**src/rtl/q_argmax_unit_pkg.sv**
```systemverilog
// Shared FP32 field constants, mode and state encodings for the streaming argmax/argmin unit.
package q_argmax_unit_pkg;

  localparam int SIGN_BIT   = 31;
  localparam int EXP_MSB    = 30;
  localparam int EXP_LSB    = 23;
  localparam int MANT_WIDTH = 23;

  localparam logic [31:0] CANONICAL_NAN = 32'h7FC0_0000;

  localparam logic MODE_MAX = 1'b0;
  localparam logic MODE_MIN = 1'b1;

  typedef enum logic {
    IDLE  = 1'b0,
    ACCUM = 1'b1
  } state_t;

  function automatic logic is_nan(input logic [31:0] x);
    return (&x[EXP_MSB:EXP_LSB]) && (|x[MANT_WIDTH-1:0]);
  endfunction

endpackage

```
**src/rtl/fp32_order_compare.sv**
```systemverilog
// Decides whether candidate b displaces current best a, using an integer order key
// (no FP arithmetic); NaNs never displace a number, ties keep a (the lower index).
module fp32_order_compare
  import q_argmax_unit_pkg::*;
(
  input  logic [31:0] a,
  input  logic [31:0] b,
  input  logic        mode,
  output logic        b_wins,
  output logic        b_is_nan
);

  logic        a_is_nan;
  logic [31:0] key_a;
  logic [31:0] key_b;

  // -0 folds onto +0 so the two zeros tie and the earlier one is kept.
  function automatic logic [31:0] order_key(input logic [31:0] x);
    logic [31:0] z;
    z = (x == 32'h8000_0000) ? 32'h0000_0000 : x;
    return z[SIGN_BIT] ? ~z : (z | 32'h8000_0000);
  endfunction

  always_comb begin
    a_is_nan = is_nan(a);
    b_is_nan = is_nan(b);
    key_a    = order_key(a);
    key_b    = order_key(b);
    if (b_is_nan)
      b_wins = 1'b0;
    else if (a_is_nan)
      b_wins = 1'b1;
    else if (mode == MODE_MIN)
      b_wins = (key_b < key_a);
    else
      b_wins = (key_b > key_a);
  end

endmodule

```
**src/rtl/q_argmax_unit.sv**
```systemverilog
// Streaming FP32 max/min selector: one Q-value per valid beat, reports the extreme value
// and its index one cycle after the last beat of each vector.
module q_argmax_unit #(
  parameter int          DATA_WIDTH            = 32,
  parameter int          NUMBER_OF_OUTPUT_NODE = 3,
  parameter int          INDEX_WIDTH           = 2,
  parameter logic [31:0] CANONICAL_NAN         = q_argmax_unit_pkg::CANONICAL_NAN
) (
  input  logic                   clk,
  input  logic                   rst_n,
  input  logic                   i_valid,
  input  logic [DATA_WIDTH-1:0]  i_data,
  input  logic                   i_mode,
  output logic [DATA_WIDTH-1:0]  o_data,
  output logic [INDEX_WIDTH-1:0] o_index,
  output logic                   o_nan,
  output logic                   o_valid
);

  import q_argmax_unit_pkg::*;

  localparam int CNT_W = (NUMBER_OF_OUTPUT_NODE > 1) ? $clog2(NUMBER_OF_OUTPUT_NODE) : 1;
  localparam logic [CNT_W-1:0] LAST_BEAT = CNT_W'(NUMBER_OF_OUTPUT_NODE - 1);

  state_t                 state, state_nxt;
  logic [CNT_W-1:0]       cnt, cnt_nxt;
  logic [DATA_WIDTH-1:0]  best_data, best_data_nxt;
  logic [INDEX_WIDTH-1:0] best_idx, best_idx_nxt;
  logic                   mode_q, mode_nxt;
  logic                   load;
  logic                   b_wins;
  logic                   b_is_nan;
  logic                   all_nan;

  fp32_order_compare u_cmp (
    .a        (best_data),
    .b        (i_data),
    .mode     (mode_q),
    .b_wins   (b_wins),
    .b_is_nan (b_is_nan)
  );

  always_comb begin
    state_nxt     = state;
    cnt_nxt       = cnt;
    best_data_nxt = best_data;
    best_idx_nxt  = best_idx;
    mode_nxt      = mode_q;
    load          = 1'b0;
    case (state)
      IDLE: begin
        if (i_valid) begin
          mode_nxt      = i_mode;
          best_data_nxt = i_data;
          best_idx_nxt  = '0;
          cnt_nxt       = CNT_W'(1);
          state_nxt     = ACCUM;
        end
      end
      ACCUM: begin
        if (i_valid) begin
          if (b_wins) begin
            best_data_nxt = i_data;
            best_idx_nxt  = INDEX_WIDTH'(cnt);
          end
          if (cnt == LAST_BEAT) begin
            load      = 1'b1;
            cnt_nxt   = '0;
            state_nxt = IDLE;
          end else begin
            cnt_nxt = cnt + CNT_W'(1);
          end
        end
      end
      default: state_nxt = IDLE;
    endcase
    // Best stays NaN only when every beat of the vector was NaN.
    all_nan = is_nan(best_data_nxt);
  end

  always_ff @(posedge clk or negedge rst_n) begin
    if (!rst_n) begin
      state     <= IDLE;
      cnt       <= '0;
      best_data <= '0;
      best_idx  <= '0;
      mode_q    <= MODE_MAX;
      o_data    <= '0;
      o_index   <= '0;
      o_nan     <= 1'b0;
      o_valid   <= 1'b0;
    end else begin
      state     <= state_nxt;
      cnt       <= cnt_nxt;
      best_data <= best_data_nxt;
      best_idx  <= best_idx_nxt;
      mode_q    <= mode_nxt;
      o_valid   <= load;
      if (load) begin
        o_data  <= all_nan ? CANONICAL_NAN : best_data_nxt;
        o_index <= all_nan ? '0 : best_idx_nxt;
        o_nan   <= all_nan;
      end
    end
  end

endmodule

```
**config.mk**
```make
export PLATFORM = sky130hd
export DESIGN_NAME = q_argmax_unit
export DESIGN_NICKNAME = d
export VERILOG_FILES = /design/src/rtl/q_argmax_unit_pkg.sv /design/src/rtl/fp32_order_compare.sv /design/src/rtl/q_argmax_unit.sv
export SDC_FILE = /design/constraint.sdc
export NUM_CORES = 1
export LEC_CHECK = 0
export BUFFER_PORTS_ARGS = -buffer_cell sky130_fd_sc_hd__buf_2
export CELL_PAD_IN_SITES_DETAIL_PLACEMENT = 1
export CELL_PAD_IN_SITES_GLOBAL_PLACEMENT = 2
export CORE_MARGIN = 10
export CORE_UTILIZATION = 38
export CTS_CLUSTER_DIAMETER = 50
export DETAILED_ROUTE_END_ITERATION = 16
export HOLD_SLACK_MARGIN = 0.12
export PLACE_DENSITY_LB_ADDON = 0.3
export SLEW_MARGIN = 15
export SYNTH_ARGS = -nofsm -noshare
export SYNTH_HDL_FRONTEND = slang
export SYNTH_SLANG_ARGS = --single-unit
export TNS_END_PERCENT = 30
```
**constraint.sdc**
```tcl
create_clock -name clk -period 10.1 [get_ports clk]
set_input_delay 0.505 -clock clk [delete_from_list [all_inputs] [get_ports clk]]
set_output_delay 0.505 -clock clk [all_outputs]
set_load 0.005 [all_outputs]
```
==> impl_metrics.yaml <==
detailed_routing:
  first_iter_violations: 158
  detail_route.wl_per_cell_um: 19.0
  drc: 0
  routed_wirelength_mm: 15.7
  antenna_left: 0
  dr.pass1.iters: 4
  viasPerCell: 5.54
  vias: 4588
floorplan:
  start_util: 0.392
  die-area_um2: 18900
  die_h_um: 137
  fp.dieW_um: 137
  core.rowCount: 42
  ios: 72
  placeableCoreArea_um2: 13300
yosys:
  synth_area_um2: 5240
  synth.distinct_cells: 58
  synthArstFlopShare: 1.00
  synth_edf_count: 0
  ys_ff_latch: 74
  syn_avg_cell_area_um2: 8.74
  yosysWarnings: 0
  synth.net_count: 666
  ys.flop_type: "dfrtp_1"
  synthCells: 599
  synth_seq_area_share: 0.354
clock_network:
  clock-sinks: 74
  cts-root-buf: "clkbuf_16"
  path_clk_slew_ns: 0.06
  cts_resized: 0
  clk_latency_ns: 0.35
  cts_inserted_buffers: 9
  ctsHoldBuffers: 0
  cts_setup_buffers: 0
  cts_tree: "built"
  htreeDepth: 3
  cts_buffer_depth: 2
worst_setup_path:
  rr_worst_depth: 12
  start_kind: "flop"
  critical_path_arrival_ns: 5.89
  reg2reg_slack_ns: 4.45
  criticalPathCategory: "reg -> reg"
  reg2reg_to: "best_data[2]"
  cp-end-kind: "flop"
  rr_startpoint: "best_data[31]"
  crit_fanout: 40
  worst-endpoint-required_ns: 10.33
final_layout:
  drive_above_1_share: 0.179
  nFillCells: 1619
  area_growth_pct: 13.8
  mostFrequentLayoutCell: "nand2_1"
  antenna_cells: 0
  final_cell_mix: "nand2_1, dfrtp_1, nor2_1, buf_2, nand3_1"
  nets: 714
  final_cell_area_um2: 5960
run_status:
  outcome: "finished, final reports clean"
sta:
  relSlewSlack: 0.302
  tightest_slew_ns: 1.05
  tns_ns: 0
  layout_worst_path_cycle_share: 0.560
  slew_violations: 0
  timing.final.ws_setup_ns: 4.45
  min_period_ns: 5.65
  report.final.setup_viol: 0
  hold_viol: 0
  fin_hold_ws_ns: 0.318
  rsz0062_at_grt: "false"
  skew_ns: 0.00650
  clock.fmax_mhz: 177
placed_design:
  post-place-ws_ns: 4.46
  hpwl_mm: 11.4
  portBuffers: 71
  place_congestion: 0.891
  placed_area_um2: 5670
global_routing:
  grt_pass1_wl_mm: 26.6
  grt.total_usage: 0.176
  grt_start_max_net_pins: 75
  grt_pass1_vias: 4995
  grt_antenna_before_repair: 0
  grt_overflow_total: 0
power:
  leakage_nw: 2.70
  peakVddDrop_uv: 144
  p_per_area_nw_per_um2: 354
  finalPower_w: 0.00211
hold_path:
  hold_class: "in -> async"
job:
  cap_violations: 0
[routing by layer]
metal | GRT usage | routed length (um)
met3 | 0.0331 | 608
met1 | 0.227 | 7270
met5 | 0 | 0
met2 | 0.287 | 7660
met4 | 0.0609 | 204
[critical path, cell delays in order, from the launching register on]
cell	delay, ns
dfrtp_2	1.03
and4b_1	0.38
nand4_2	0.72
nand2_1	0.26
ha_1	0.29
a211oi_1	0.29
a31oi_1	0.17
o311ai_1	0.49
and2_1	0.31
o211a_2	0.28
a21oi_4	0.14
nor2_4	0.72
mux2_2	0.41
[registers in the layout, indices dropped and copies added, names as in the netlist]
signal,cells
cnt,2
o_data,32
o_index,2
best_data,32
o_valid,1
o_nan,1
mode_q,1
state,1
best_idx,2
[synth_stat cells, types with 6 or more instances]
library cell | n | area [um2]
nand2_1 | 102 | 383
dfrtp_1 | 74 | 1850
nor2_1 | 70 | 263
nand3_1 | 39 | 195
ha_1 | 31 | 388
xnor2_1 | 31 | 272
xor2_1 | 31 | 272
clkbuf_1 | 25 | 93.8
a41oi_1 | 23 | 201
o21ai_0 | 20 | 100
nor4_1 | 12 | 75.1
a21oi_1 | 11 | 55.1
a31oi_1 | 11 | 68.8
mux2_4 | 11 | 165
nand4_1 | 11 | 68.8
mux2_1 | 8 | 90.1
nor3_1 | 7 | 35.0
buf_2 | 6 | 30.0
nor2b_1 | 6 | 37.5
[power breakdown]
| group | internal [W] | switching (W) | leakage (nW) |
|---|---|---|---|
| Sequential | 0.000448 | 0.000172 | 0.864 |
| Clock | 0.000186 | 0.000128 | 0.143 |
| Combinational | 0.000525 | 0.000649 | 1.69 |
| Total | 0.00116 | 0.000949 | 2.70 |
[worst max path at each step]
stage / start / to / slack [ns] / depth (start not counted)
after global routing: best_data[31] / best_data[0] / 3.96 / 13
after global placement: best_data[31] / best_data[3] / 4.58 / 13
final: best_data[31] / best_data[2] / 4.45 / 12
after detailed placement: best_data[31] / best_data[3] / 4.46 / 12
after floorplan: i_data[16] / best_data[10] / 5.83 / 17
after CTS: best_data[31] / best_data[20] / 4.43 / 12
[cells by family (layout without fill, tap and decap cells)]
group | after synthesis | in the layout | synth area share
flip-flops | 74 | 74 | 0.354
AND/OR/NAND/NOR | 261 | 261 | 0.225
multiplexers | 25 | 25 | 0.0614
XOR/XNOR | 62 | 62 | 0.104
adder cells (fa/ha/maj) | 31 | 31 | 0.0741
buffers and inverters | 44 | 97 | 0.0373
AO/OA/AOI/OAI | 102 | 102 | 0.145
[cell type report]
cell class / count / area, um2 / share of cell area
clock buffer: 14 / 274 / 0.0460
clock inverter: 2 / 10.0 / 0.00168
inverter: 6 / 22.5 / 0.00378
multi-input combinational: 481 / 3190 / 0.535
sequential: 74 / 1850 / 0.311
tap: 176 / 220 / 0.0370
timing repair buffer: 75 / 388 / 0.0651
[stage by stage]
step,cells,util
after global placement,812,0.425
after detailed placement,812,0.425
after global routing,828,0.446
final,828,0.446
after CTS,828,0.446
after floorplan,599,-
(Power assumes the default switching activity.)
